### config.mk
export PLATFORM = sky130hd
export DESIGN_NAME = red_xor_stream_check_flat
export DESIGN_NICKNAME = d
export VERILOG_FILES = /design/src/rtl/red_xor_stream_check_if.sv /design/src/rtl/red_xor_stream_check.sv /design/src/flat_wrapper.sv
export SDC_FILE = /design/constraint.sdc
export NUM_CORES = 1
export LEC_CHECK = 0
export BUFFER_PORTS_ARGS = -buffer_cell sky130_fd_sc_hd__buf_4
export CORE_ASPECT_RATIO = 0.6
export CORE_MARGIN = 2
export CORE_UTILIZATION = 50
export DETAILED_ROUTE_END_ITERATION = 10
export HOLD_SLACK_MARGIN = 0.03
export PLACE_DENSITY = 0.84
export SYNTH_ARGS = -nofsm -noshare
export SYNTH_HDL_FRONTEND = slang
export SYNTH_SLANG_ARGS = --single-unit
export TNS_END_PERCENT = 50
### constraint.sdc
create_clock -name clk_i -period 2.3 [get_ports clk_i]
set_input_delay 0.23 -clock clk_i [delete_from_list [all_inputs] [get_ports clk_i]]
set_output_delay 0.23 -clock clk_i [all_outputs]
set_load 0.02 [all_outputs]
### src/rtl/red_xor_stream_check_if.sv
// Word stream in and per-packet parity result out of red_xor_stream_check.
// Valid/ready rule on both channels: a transfer happens on a rising edge where valid && ready;
// a valid, once raised, is held with its payload until that transfer.
interface red_xor_stream_check_if #(
  parameter int width    = 8,
  parameter int cntWidth = 16
);
  logic [width-1:0]    A;
  logic                A_valid;
  logic                A_last;
  logic                P;
  logic                A_ready;
  logic                Z;
  logic                Err;
  logic [cntWidth-1:0] Cnt;
  logic                Z_valid;
  logic                Z_ready;

  modport slave (
    input  A, A_valid, A_last, P, Z_ready,
    output A_ready, Z, Err, Cnt, Z_valid
  );

  modport master (
    output A, A_valid, A_last, P, Z_ready,
    input  A_ready, Z, Err, Cnt, Z_valid
  );
endinterface

### src/rtl/red_xor_stream_check.sv
// Packet parity checker: XOR-reduces every beat of a packet, compares with the received
// parity bit on the last beat and emits one {Z, Err, Cnt} token per packet.
module red_xor_stream_check #(
  parameter int width    = 8,
  parameter bit odd      = 1'b0,
  parameter int cntWidth = 16
) (
  input  logic clk_i,
  input  logic rst_i,
  red_xor_stream_check_if.slave s,
  output logic state_o
);

  typedef enum logic {
    ACCUM = 1'b0,
    DONE  = 1'b1
  } state_t;

  state_t              state_q;
  logic                acc_q;
  logic [cntWidth-1:0] cnt_q;
  logic                z_q;
  logic                err_q;
  logic [cntWidth-1:0] rcnt_q;

  logic [width-1:0]    a_w;
  logic                wp;
  logic                a_ready;
  logic                accept;
  logic                acc_d;
  logic [cntWidth-1:0] cnt_d;
  logic                par_d;

  assign a_w     = s.A;
  assign wp      = ^a_w;
  // In DONE the input is opened only when the pending token leaves on this same edge.
  assign a_ready = (state_q == ACCUM) ? 1'b1 : s.Z_ready;
  assign accept  = s.A_valid && a_ready;

  always_comb begin
    acc_d = acc_q ^ wp;
    cnt_d = (cnt_q == {cntWidth{1'b1}}) ? cnt_q : cnt_q + cntWidth'(1);
    par_d = acc_d ^ odd;
  end

  always_ff @(posedge clk_i) begin
    if (rst_i) begin
      state_q <= ACCUM;
      acc_q   <= 1'b0;
      cnt_q   <= '0;
      z_q     <= 1'b0;
      err_q   <= 1'b0;
      rcnt_q  <= '0;
    end else begin
      if (state_q == DONE && s.Z_ready) begin
        state_q <= ACCUM;
      end
      // acc/cnt are already cleared while DONE, so a pass-through beat starts a fresh packet.
      if (accept) begin
        if (s.A_last) begin
          z_q     <= par_d;
          err_q   <= par_d != s.P;
          rcnt_q  <= cnt_d;
          acc_q   <= 1'b0;
          cnt_q   <= '0;
          state_q <= DONE;
        end else begin
          acc_q <= acc_d;
          cnt_q <= cnt_d;
        end
      end
    end
  end

  assign s.A_ready = a_ready;
  assign s.Z_valid = (state_q == DONE);
  assign s.Z       = z_q;
  assign s.Err     = err_q;
  assign s.Cnt     = rcnt_q;
  assign state_o   = state_q;

  a_valid_held: assert property (@(posedge clk_i) disable iff (rst_i)
    (s.A_valid && !a_ready) |=> s.A_valid);

endmodule

### src/flat_wrapper.sv
// flat-port wrapper written by rule: the top's interface ports become plain ports
module red_xor_stream_check_flat 
#(
  parameter int width    = 8,
  parameter bit odd      = 1'b0,
  parameter int cntWidth = 16
)
  (clk_i, rst_i, state_o, s_A, s_A_valid, s_A_last, s_P, s_Z_ready, s_A_ready, s_Z, s_Err, s_Cnt, s_Z_valid);
  red_xor_stream_check_if #(.width(width), .cntWidth(cntWidth)) s_i ();
  input  logic clk_i;
  input  logic rst_i;
  output logic state_o;
  input wire logic [$bits(s_i.A)-1:0] s_A;
  input wire logic [$bits(s_i.A_valid)-1:0] s_A_valid;
  input wire logic [$bits(s_i.A_last)-1:0] s_A_last;
  input wire logic [$bits(s_i.P)-1:0] s_P;
  input wire logic [$bits(s_i.Z_ready)-1:0] s_Z_ready;
  output wire logic [$bits(s_i.A_ready)-1:0] s_A_ready;
  output wire logic [$bits(s_i.Z)-1:0] s_Z;
  output wire logic [$bits(s_i.Err)-1:0] s_Err;
  output wire logic [$bits(s_i.Cnt)-1:0] s_Cnt;
  output wire logic [$bits(s_i.Z_valid)-1:0] s_Z_valid;
  assign s_i.A = s_A;
  assign s_i.A_valid = s_A_valid;
  assign s_i.A_last = s_A_last;
  assign s_i.P = s_P;
  assign s_i.Z_ready = s_Z_ready;
  assign s_A_ready = s_i.A_ready;
  assign s_Z = s_i.Z;
  assign s_Err = s_i.Err;
  assign s_Cnt = s_i.Cnt;
  assign s_Z_valid = s_i.Z_valid;
  red_xor_stream_check #(.width(width), .odd(odd), .cntWidth(cntWidth)) u_core (.clk_i(clk_i), .rst_i(rst_i), .s(s_i), .state_o(state_o));
endmodule
* Yosys cells after proc, flatten, opt, wreduce, memory -nomap -nowiden *
Cells that the tools add are included.

word-level totals
  bits in registers = 36
  latch bits = 0
  bits in writable memories = 0
  ROM bits = 0
  bits of input ports = 14
  output and inout port bits = 21
  word-level logic and storage cells = 21
  memories = 0

cells by class
  $add $sub $neg = 1
  multiply operators = 0
  div/mod/pow operators = 0
  order comparisons = 0
  eq/ne operators = 2
  shift operators = 0
  mux-type cells = 7
  bitwise logic cells = 1
  reductions and logical operators = 4

operators with widths
  kind                                            number
  two-way mux 16 bit                              2
  adder 16 x 1 -> 16 bit (second input constant)  1
  == test 16 bit (second input constant)          1
  XOR reduction 8 bit                             1
  two-way mux 1 bit                               5
  logical AND 1 bit                               2
  AND reduction 2 bit                             1
  inequality test 1 bit                           1
  bitwise XOR 1 bit                               1

* Depth between registers and ports, before layout *
Gate-level depths: netlist (run 1).

  word-level depth = 4
  mapped depth = 6
  mapped depth without buffers = 6

* Worst setup path before layout (run 1) *
No wires, ideal clock.

  path kind = register to register
  from = register u_core.state_q, in the netlist u_core.s.Z_valid
  to = register u_core.rcnt_q[12], in the netlist u_core.s.Cnt[12]
  library setup time = 70 ps
  arrival = 1650 ps
  data required time = 2230 ps
  path slack = 580 ps
  stages on the path, launching flop included = 7
  buffers on the path = 1
  period minus slack after synthesis = 1720 ps
  path through = dfxtp_1 nand2b_1 nand2_1 nor2_1 clkbuf_1 o211ai_1 a21oi_1

between the ends
  word-level cells in the longest chain between the ends = 3

ends and longest elaborated chain
  element                        line                        text
  from (decl)                    red_xor_stream_check.sv:19  state_t state_q;
  from (signal assigned)         red_xor_stream_check.sv:48  state_q <= ACCUM;
  from (signal assigned)         red_xor_stream_check.sv:56  state_q <= ACCUM;
  from (signal assigned)         red_xor_stream_check.sv:66  state_q <= DONE;
  two-way mux 1 bit              red_xor_stream_check.sv:37  assign a_ready = (state_q == ACCUM) ? 1'b1 : s.Z_ready;
  net s_A_ready                  flat_wrapper.sv:18          output wire logic [$bits(s_i.A_ready)-1:0] s_A_ready;
  logical AND 1 bit              red_xor_stream_check.sv:38  assign accept = s.A_valid && a_ready;
  AND reduction 2 bit (no line)  n/a
  to (signal assigned)           red_xor_stream_check.sv:63  rcnt_q <= cnt_d;
  to (decl)                      red_xor_stream_check.sv:24  logic [cntWidth-1:0] rcnt_q;

The timed path passes the listed nets, and every way through them passes these cells.
A chain may end at the register's enable or synchronous reset.

* Final worst setup path (run 1) *
  from = register u_core.cnt_q[0]
  to = register u_core.cnt_q[13]

between the ends
  word-level cells in the longest chain between the ends = 3
  elaborated cells on any way between the ends = 4
  those cells by class = add/sub (1); eq/ne (1); mux (2)

ends and longest elaborated chain
  element                                                   line                        text
  from (decl)                                               red_xor_stream_check.sv:21  logic [cntWidth-1:0] cnt_q;
  from (signal assigned)                                    red_xor_stream_check.sv:69  cnt_q <= cnt_d;
  adder 16 x 1 -> 16 bit or == test 16 bit (tied branches)  red_xor_stream_check.sv:42  cnt_d = (cnt_q == {cntWidth{1'b1}}) ? cnt_q : cnt_q + cntWidth'(1);
  two-way mux 16 bit *                                      red_xor_stream_check.sv:42
  two-way mux 16 bit *                                      red_xor_stream_check.sv:60  if (s.A_last) begin

Mark *: on every way between the ends. The rest lies on a longest branch, timed or not.

==> results.md, run 1 <==
* YS warnings at 0
* F_max at 527 MHz
* Core area at 3620 um2
* # IOs at 35
* Share of cells above drive strength 1 at 21.3%
* Post-synth EDFFs at 0
* Synth Area in XOR/XNOR at 8.73%
* Via density at 6.05
* WL per Instance at 15.2 um
* Post-synthesis sequential element count at 36
* Mapped Avg Cell Area at 8.24 um2
* Die Wd at 82.8 um
* Combinational share of power at 14.3%
* Post-synthesis adder-cell area fraction at 0.672%
* Pint at 1.05 mW
* Mux cell area share after synthesis at 0%
* Drt initial violations at 153
* Synth Area in Simple Gates at 24.5%
* Initial core utilization at 51.5%
* Post-Syn Area at 1860 um2
* DP HPWL at 3350 um
* Total Power at 1.40 mW
* RSZ-0062 raised after global routing: false
* Fill count at 336
* PortBufs at 34
* Crit path max fanout at 7
* Die Area at 4250 um2
* Skew final at 0.00782 ns
* Sequential share of the synthesized area at 38.7%
* CTS tree: done
* Min cycle time layout at 1.90 ns
* Worst Hold Class: input port to register
* Vias at 1844
* Post-synth top cells: 36 x dfxtp_1, 31 x a21oi_1, 22 x nand2_1, 14 x nor2_1, 14 x o21ai_0
* DRC Markers at 0
* Gpl congestion at 1.02
* Initial antenna violation count at 0
* DR pass1 iterations at 4
* Final WS setup at 0.402 ns
* Routed WL at 4620 um
* First-pass GRT wire length at 7770 um
* Netlist cell types at 45
* GR Overflow Total at 0
* Sw Ratio at 24.9%
* CTS Sinks at 36
* Final Max Tran Viols at 0
* Top post-synthesis cells by area: dfxtp_1 39%, a21oi_1 8.3%, xnor2_1 5.2%
* Detail Route Antenna Nets at 0
* Crit path kind: register to register
* # diodes at 0
* Final setup fails at 0
* Critical Path RT at 2.53 ns
* Largest net degree at the start of global routing at 27
* Peak VDD IR at 0.583 mV
* Yosys top cell area share at 38.7%
* Sw power at 349 uW
* Clk root buf: clkbuf_8
* CTS H-tree depth at 2
* WP data arrival at 2.13 ns
* Fin nets at 272
* Gate Count Post-Synth at 226
* Synth area leader: dfxtp_1
* # hold bufs at CTS at 0
* Combinational family with the most area after synthesis: simple AND/OR/NAND/NOR gates
* Post-synth ARST share at 0%
* Pleak at 0.825 nW
* Non-filler cells, final at 305
* Setup TNS at 0 ns
* Slew of the pin with the lowest slew margin at 0.490 ns
* # Post-CTS Setup Buffers at 0
* Clk slew on worst S/H paths at 0.07 ns
* Crit share post-route at 82.5%
* PD cells at 620 nW/um2
* Hold Fails Final Rpt at 0
* Placed insts at 297
* Status: complete, no violations
* Worst-Skew Late Latency at 0.29 ns
* Vias in the first global route at 1611
* Aggregate global-route resource usage at 22.9%
* Slew headroom at 67.3%
* Place WS at 0.443 ns
* Mapped Nets at 241
* # rows at 17
* Area Overhead vs Synth at 21.2%
* TritonCTS Buffers at 5
* Complex-gate fraction of the synthesized area at 23.6%
* Main synth FF type: dfxtp_1
* Most numerous cell in the Yosys netlist: dfxtp_1
* Critical path launch point type: register
* Max-cap check violation count at 0
* Part of the power in the clock network at 39.0%
* Clock Tree Buf Depth at 2
* Die H at 51.3 um
* Sequential Power Share at 46.8%
* CP endpoint kind: register
* Post-CTS sizing at 0
worst paths after layout:
kind / startpoint / end / slack (ns) / depth (start not counted)
setup / recovery: u_core.cnt_q[0]$_SDFFE_PP0N_ / u_core.cnt_q[13]$_SDFFE_PP0N_ / 0.40 / 6
hold / removal: s_P / u_core.s.Err$_SDFFE_PP0P_ / 0.24 / 3
setup reg to reg: u_core.cnt_q[0]$_SDFFE_PP0N_ / u_core.cnt_q[13]$_SDFFE_PP0N_ / 0.40 / 6
hold reg to reg: u_core.s.Cnt[0]$_SDFFE_PP0P_ / u_core.s.Cnt[0]$_SDFFE_PP0P_ / 0.45 / 2
flip-flops by register name (all words and copies together) (netlist names):
register / count
u_core.s.Z: 1
u_core.s.Err: 1
u_core.s.Z_valid: 1
u_core.s.Cnt: 16
u_core.acc_q: 1
u_core.cnt_q: 16
cell type report:
| class | instances | area, um2 | area share, % |
|---|---|---|---|
| inverters | 3 | 11.3 | 0.499 |
| repair buffers | 38 | 285 | 12.6 |
| multi-input cells | 173 | 1070 | 47.4 |
| clock inverters | 3 | 42.5 | 1.88 |
| flip-flops and latches | 36 | 721 | 31.9 |
| well taps | 47 | 58.8 | 2.60 |
| clock buffers | 5 | 68.8 | 3.05 |
power by group through the flow:
| stage | clock (mW) | sequential, mW | combinational, mW |
|---|---|---|---|
| after floorplan | 0 | 0.689 | 0.106 |
| after global placement | 0 | 0.668 | 0.197 |
| after detailed placement | 0 | 0.669 | 0.200 |
| after CTS | 0.559 | 0.655 | 0.201 |
| after global routing | 0.593 | 0.657 | 0.215 |
| final | 0.546 | 0.655 | 0.200 |
kinds of logic (layout without fill, tap and decap cells):
group,count (synthesis),after routing
adder cells (fa/ha/maj),1,1
AO/OA/AOI/OAI,73,73
AND/OR/NAND/NOR,82,82
XOR/XNOR,17,17
flip-flops,36,36
buffers and inverters,17,49
routing by layer:
| layer | global-route usage [%] | vias up | wire length (um) |
|---|---|---|---|
| li1 | - | 885 | - |
| met1 | 32.8 | 851 | 2120 |
| met2 | 33.3 | 98 | 1890 |
| met3 | 7.43 | 10 | 562 |
| met4 | 5.19 | 0 | 46 |
| met5 | 0 | - | 0 |
worst max-delay path: stages, from the launching register on:
cell	delay (ns)
dfxtp_1	0.41
ha_1	0.26
nand2_1	0.20
nor3_4	0.31
nand2_1	0.23
a31oi_1	0.23
o221a_1	0.20
placed cells by master, fill, tap and decap left out, types with 2 or more instances in the layout:
cell and count:
clkbuf_8 5, and3_1 2, o21ai_1 4, nor2_1 14, nand3_2 3, nand2b_1 2, buf_4 38, a21oi_1 31
nand3b_1 2, xnor2_1 11, dfxtp_1 36, or3_1 5, o221a_1 2, inv_1 3, a211oi_1 2, xor2_1 5
nor3_1 9, o211ai_1 4, a32o_1 3, nand2_1 22, o21ai_0 14, a31oi_1 5, nand3_1 11, and2_1 2
per-stage QoR:
stage                     utilization, %  hold slack, ns  cell area (um2)
after floorplan                        -           0.428             1860
final                               62.5           0.240             2260
after detailed placement            59.4           0.450             2150
after global routing                62.5           0.232             2260
after global placement              59.4           0.442             2150
after CTS                           62.5           0.238             2260
(Power assumes the default switching activity.)
==> inputs of run 2 (changes only) <==
==> constraint.sdc (replaced) <==
create_clock -name clk_i -period 1.8 [get_ports clk_i]
set_input_delay 0.18 -clock clk_i [delete_from_list [all_inputs] [get_ports clk_i]]
set_output_delay 0.18 -clock clk_i [all_outputs]
set_load 0.02 [all_outputs]
==> run 2 against run 1 <==
Net effect: core utilization grew 5.4 points; maximum frequency up 12%; die area is the same; combinational power is 35% higher; wire length is 12% higher; total power grew 22%; worst hold slack got worse by 0.055 ns; critical path type unchanged; critical endpoint is now u_core.cnt_q[11]$_SDFFE_PP0N_; largest power group unchanged; highest routed layer unchanged.
==> results.md, run 2 (synthesis gave the netlist of run 1 again) <==
* Fin nets at 296 (+8.8%)
* Critical path launch point type: register
* Final WS setup at 0.109 ns (-0.294 ns)
* Crit path max-delay family: simple AND/OR/NAND/NOR gates
* Final setup fails at 0 (unchanged)
* CP endpoint kind: register
* Max-cap check violation count at 0 (unchanged)
* Aggregate global-route resource usage at 25.1% (+2.2 points)
* Pleak at 0.948 nW (+15%)
* Fill count at 310 (-7.7%)
* Clock Tree Buf Depth at 2 (unchanged)
* Slew headroom at 72.0% (+4.7 points)
* Clk root buf: clkbuf_8
* DP HPWL at 3690 um (+10%)
* # IOs at 35 (unchanged)
* Final Max Tran Viols at 0 (unchanged)
* Min cycle time layout at 1.69 ns (-0.206 ns)
* Critical Path RT at 2.03 ns (-0.50 ns)
* Max incr delay on CP at 0.42 ns (about the same)
* Gpl congestion at 0.970 (-4.6%)
* Design Area, Final at 2450 um2 (+8.7%)
* WL per Instance at 15.7 um (+3.4%)
* Worst Hold Class: input port to register
* Cell chain of the critical path: nand3_1, nand2b_1, o2111ai_2, or4_1, o21ai_1
* PortBufs at 34 (unchanged)
* Post-layout util at 67.9% (+5.4 points)
* Drt initial violations at 161 (+5.2%)
* Non-filler cells, final at 329 (+7.9%)
* Clk slew on worst S/H paths at 0.07 ns (about the same)
* Die H at 51.3 um (unchanged)
* Status: complete, no violations
* Worst-Skew Late Latency at 0.29 ns (about the same)
* Crit share post-route at 93.9% (+11 points)
* Peak VDD IR at 0.452 mV (-22%)
* Routed WL at 5160 um (+12%)
* GR Overflow Total at 0 (unchanged)
* PD cells at 694 nW/um2 (+12%)
* WHS at 0.185 ns (-0.0545 ns)
* TritonCTS Buffers at 5 (unchanged)
* Crit path kind: register to register
* Initial core utilization at 51.5% (unchanged)
* Crit path max fanout at 8 (+1)
* Vias at 1930 (+4.7%)
* Die Area at 4250 um2 (unchanged)
* Skew final at 0.00721 ns (-0.000603 ns)
* CTS Sinks at 36 (unchanged)
* Core area at 3620 um2 (unchanged)
* Placed insts at 320 (+7.7%)
* F_max at 591 MHz (+12%)
* Largest net degree at the start of global routing at 27 (unchanged)
* CTS tree: done
* Place WS at 0.0224 ns (-0.421 ns)
* CP max-delay cell: or4_1
* Vias in the first global route at 1788 (+11%)
* Share of cells above drive strength 1 at 30.9% (+9.5 points)
* Via density at 5.87 (-3.0%)
* DRC Markers at 0 (unchanged)
* # diodes at 0 (unchanged)
* First-pass GRT wire length at 8480 um (+9.2%)
* Die Wd at 82.8 um (unchanged)
* Initial antenna violation count at 0 (unchanged)
* Worst Path Buf+Inv at 0 (unchanged)
* Most frequent cells in the layout: 62 x buf_4, 34 x dfxtp_1, 31 x a21oi_1
* Detail Route Antenna Nets at 0 (unchanged)
* Slew of the pin with the lowest slew margin at 0.420 ns (-0.0705 ns)
* # hold bufs at CTS at 0 (unchanged)
* WP data arrival at 1.92 ns (-0.21 ns)
* DR pass1 iterations at 4 (unchanged)
* CTS H-tree depth at 2 (unchanged)
* Most common cell after layout, fill and taps aside: buf_4
* Area Overhead vs Synth at 31.8%
* Placed Instance Area at 2320 um2 (+8.0%)
* Hold Fails Final Rpt at 0 (unchanged)
* # rows at 17 (unchanged)
-- run 2: cell count changes in the layout (fill, tap and decap cells not counted), moves of 2 or more --
| cell | delta |
|---|---|
| nand2_2 | +2 |
| buf_4 | +24 |
| dfxtp_1 | -2 |
| nand2_1 | -2 |
| dfxtp_2 | +2 |
-- run 2: path summary, 6_finish.rpt --
check	startpoint	cells past startpoint	end	slack [ns]
worst max register to register	u_core.cnt_q[14]$_SDFFE_PP0N_	5	u_core.cnt_q[11]$_SDFFE_PP0N_	0.11
worst min register to register	u_core.s.Cnt[0]$_SDFFE_PP0P_	2	u_core.s.Cnt[0]$_SDFFE_PP0P_	0.45
worst min-delay path	s_P	3	u_core.s.Err$_SDFFE_PP0P_	0.19
worst max-delay path	u_core.cnt_q[14]$_SDFFE_PP0N_	5	u_core.cnt_q[11]$_SDFFE_PP0N_	0.11
-- run 2: power breakdown --
| group | switching (mW) | internal [mW] |
|---|---|---|
| sequential | 0.0149 | 0.823 |
| combinational | 0.148 | 0.122 |
| clock | 0.291 | 0.305 |
| total | 0.455 | 1.25 |
-- run 2: final cells by class --
class	count	area, um2	area share, %
clock buffer	6	82.6	3.36
clock inverter	2	10.0	0.408
inverter	3	11.3	0.459
multi-input combinational	173	1100	45.0
sequential	36	723	29.5
tap	47	58.8	2.40
timing repair buffer	62	465	19.0
-- run 2: what timing repair did --
item | CTS | global route
cloned | 0 | 0
pin swaps | 1 | 1
endpoints found under the setup margin | 1 | 15
resized for setup | 0 | 9
setup buffers | 0 | 1
-- run 2: metrics by stage --
| stage | setup TNS, ns | total power, mW |
|---|---|---|
| finish | 0 | 1.70 |
| floorplan | 0 | 1.02 |
| global route | -0.0493 | 1.77 |
| detailed placement | 0 | 1.12 |
| global placement | 0 | 1.12 |
| CTS | 0 | 1.71 |
-- run 2: layer usage --
layer  GRT usage [%]  up-vias  wire length, um
met5               0        -                0
met4            7.38        0               57
met3            6.62        9              406
met2            39.2       74             2220
met1            34.4      912             2480
li1                -      935                -
-- run 2: worst reg2reg max path: cells and delay by family (launching register included) --
| family | cells | cell delay (ns) |
|---|---|---|
| flip-flops | 1 | 0.32 |
| AO/OA/AOI/OAI | 2 | 0.31 |
| AND/OR/NAND/NOR | 3 | 1.00 |
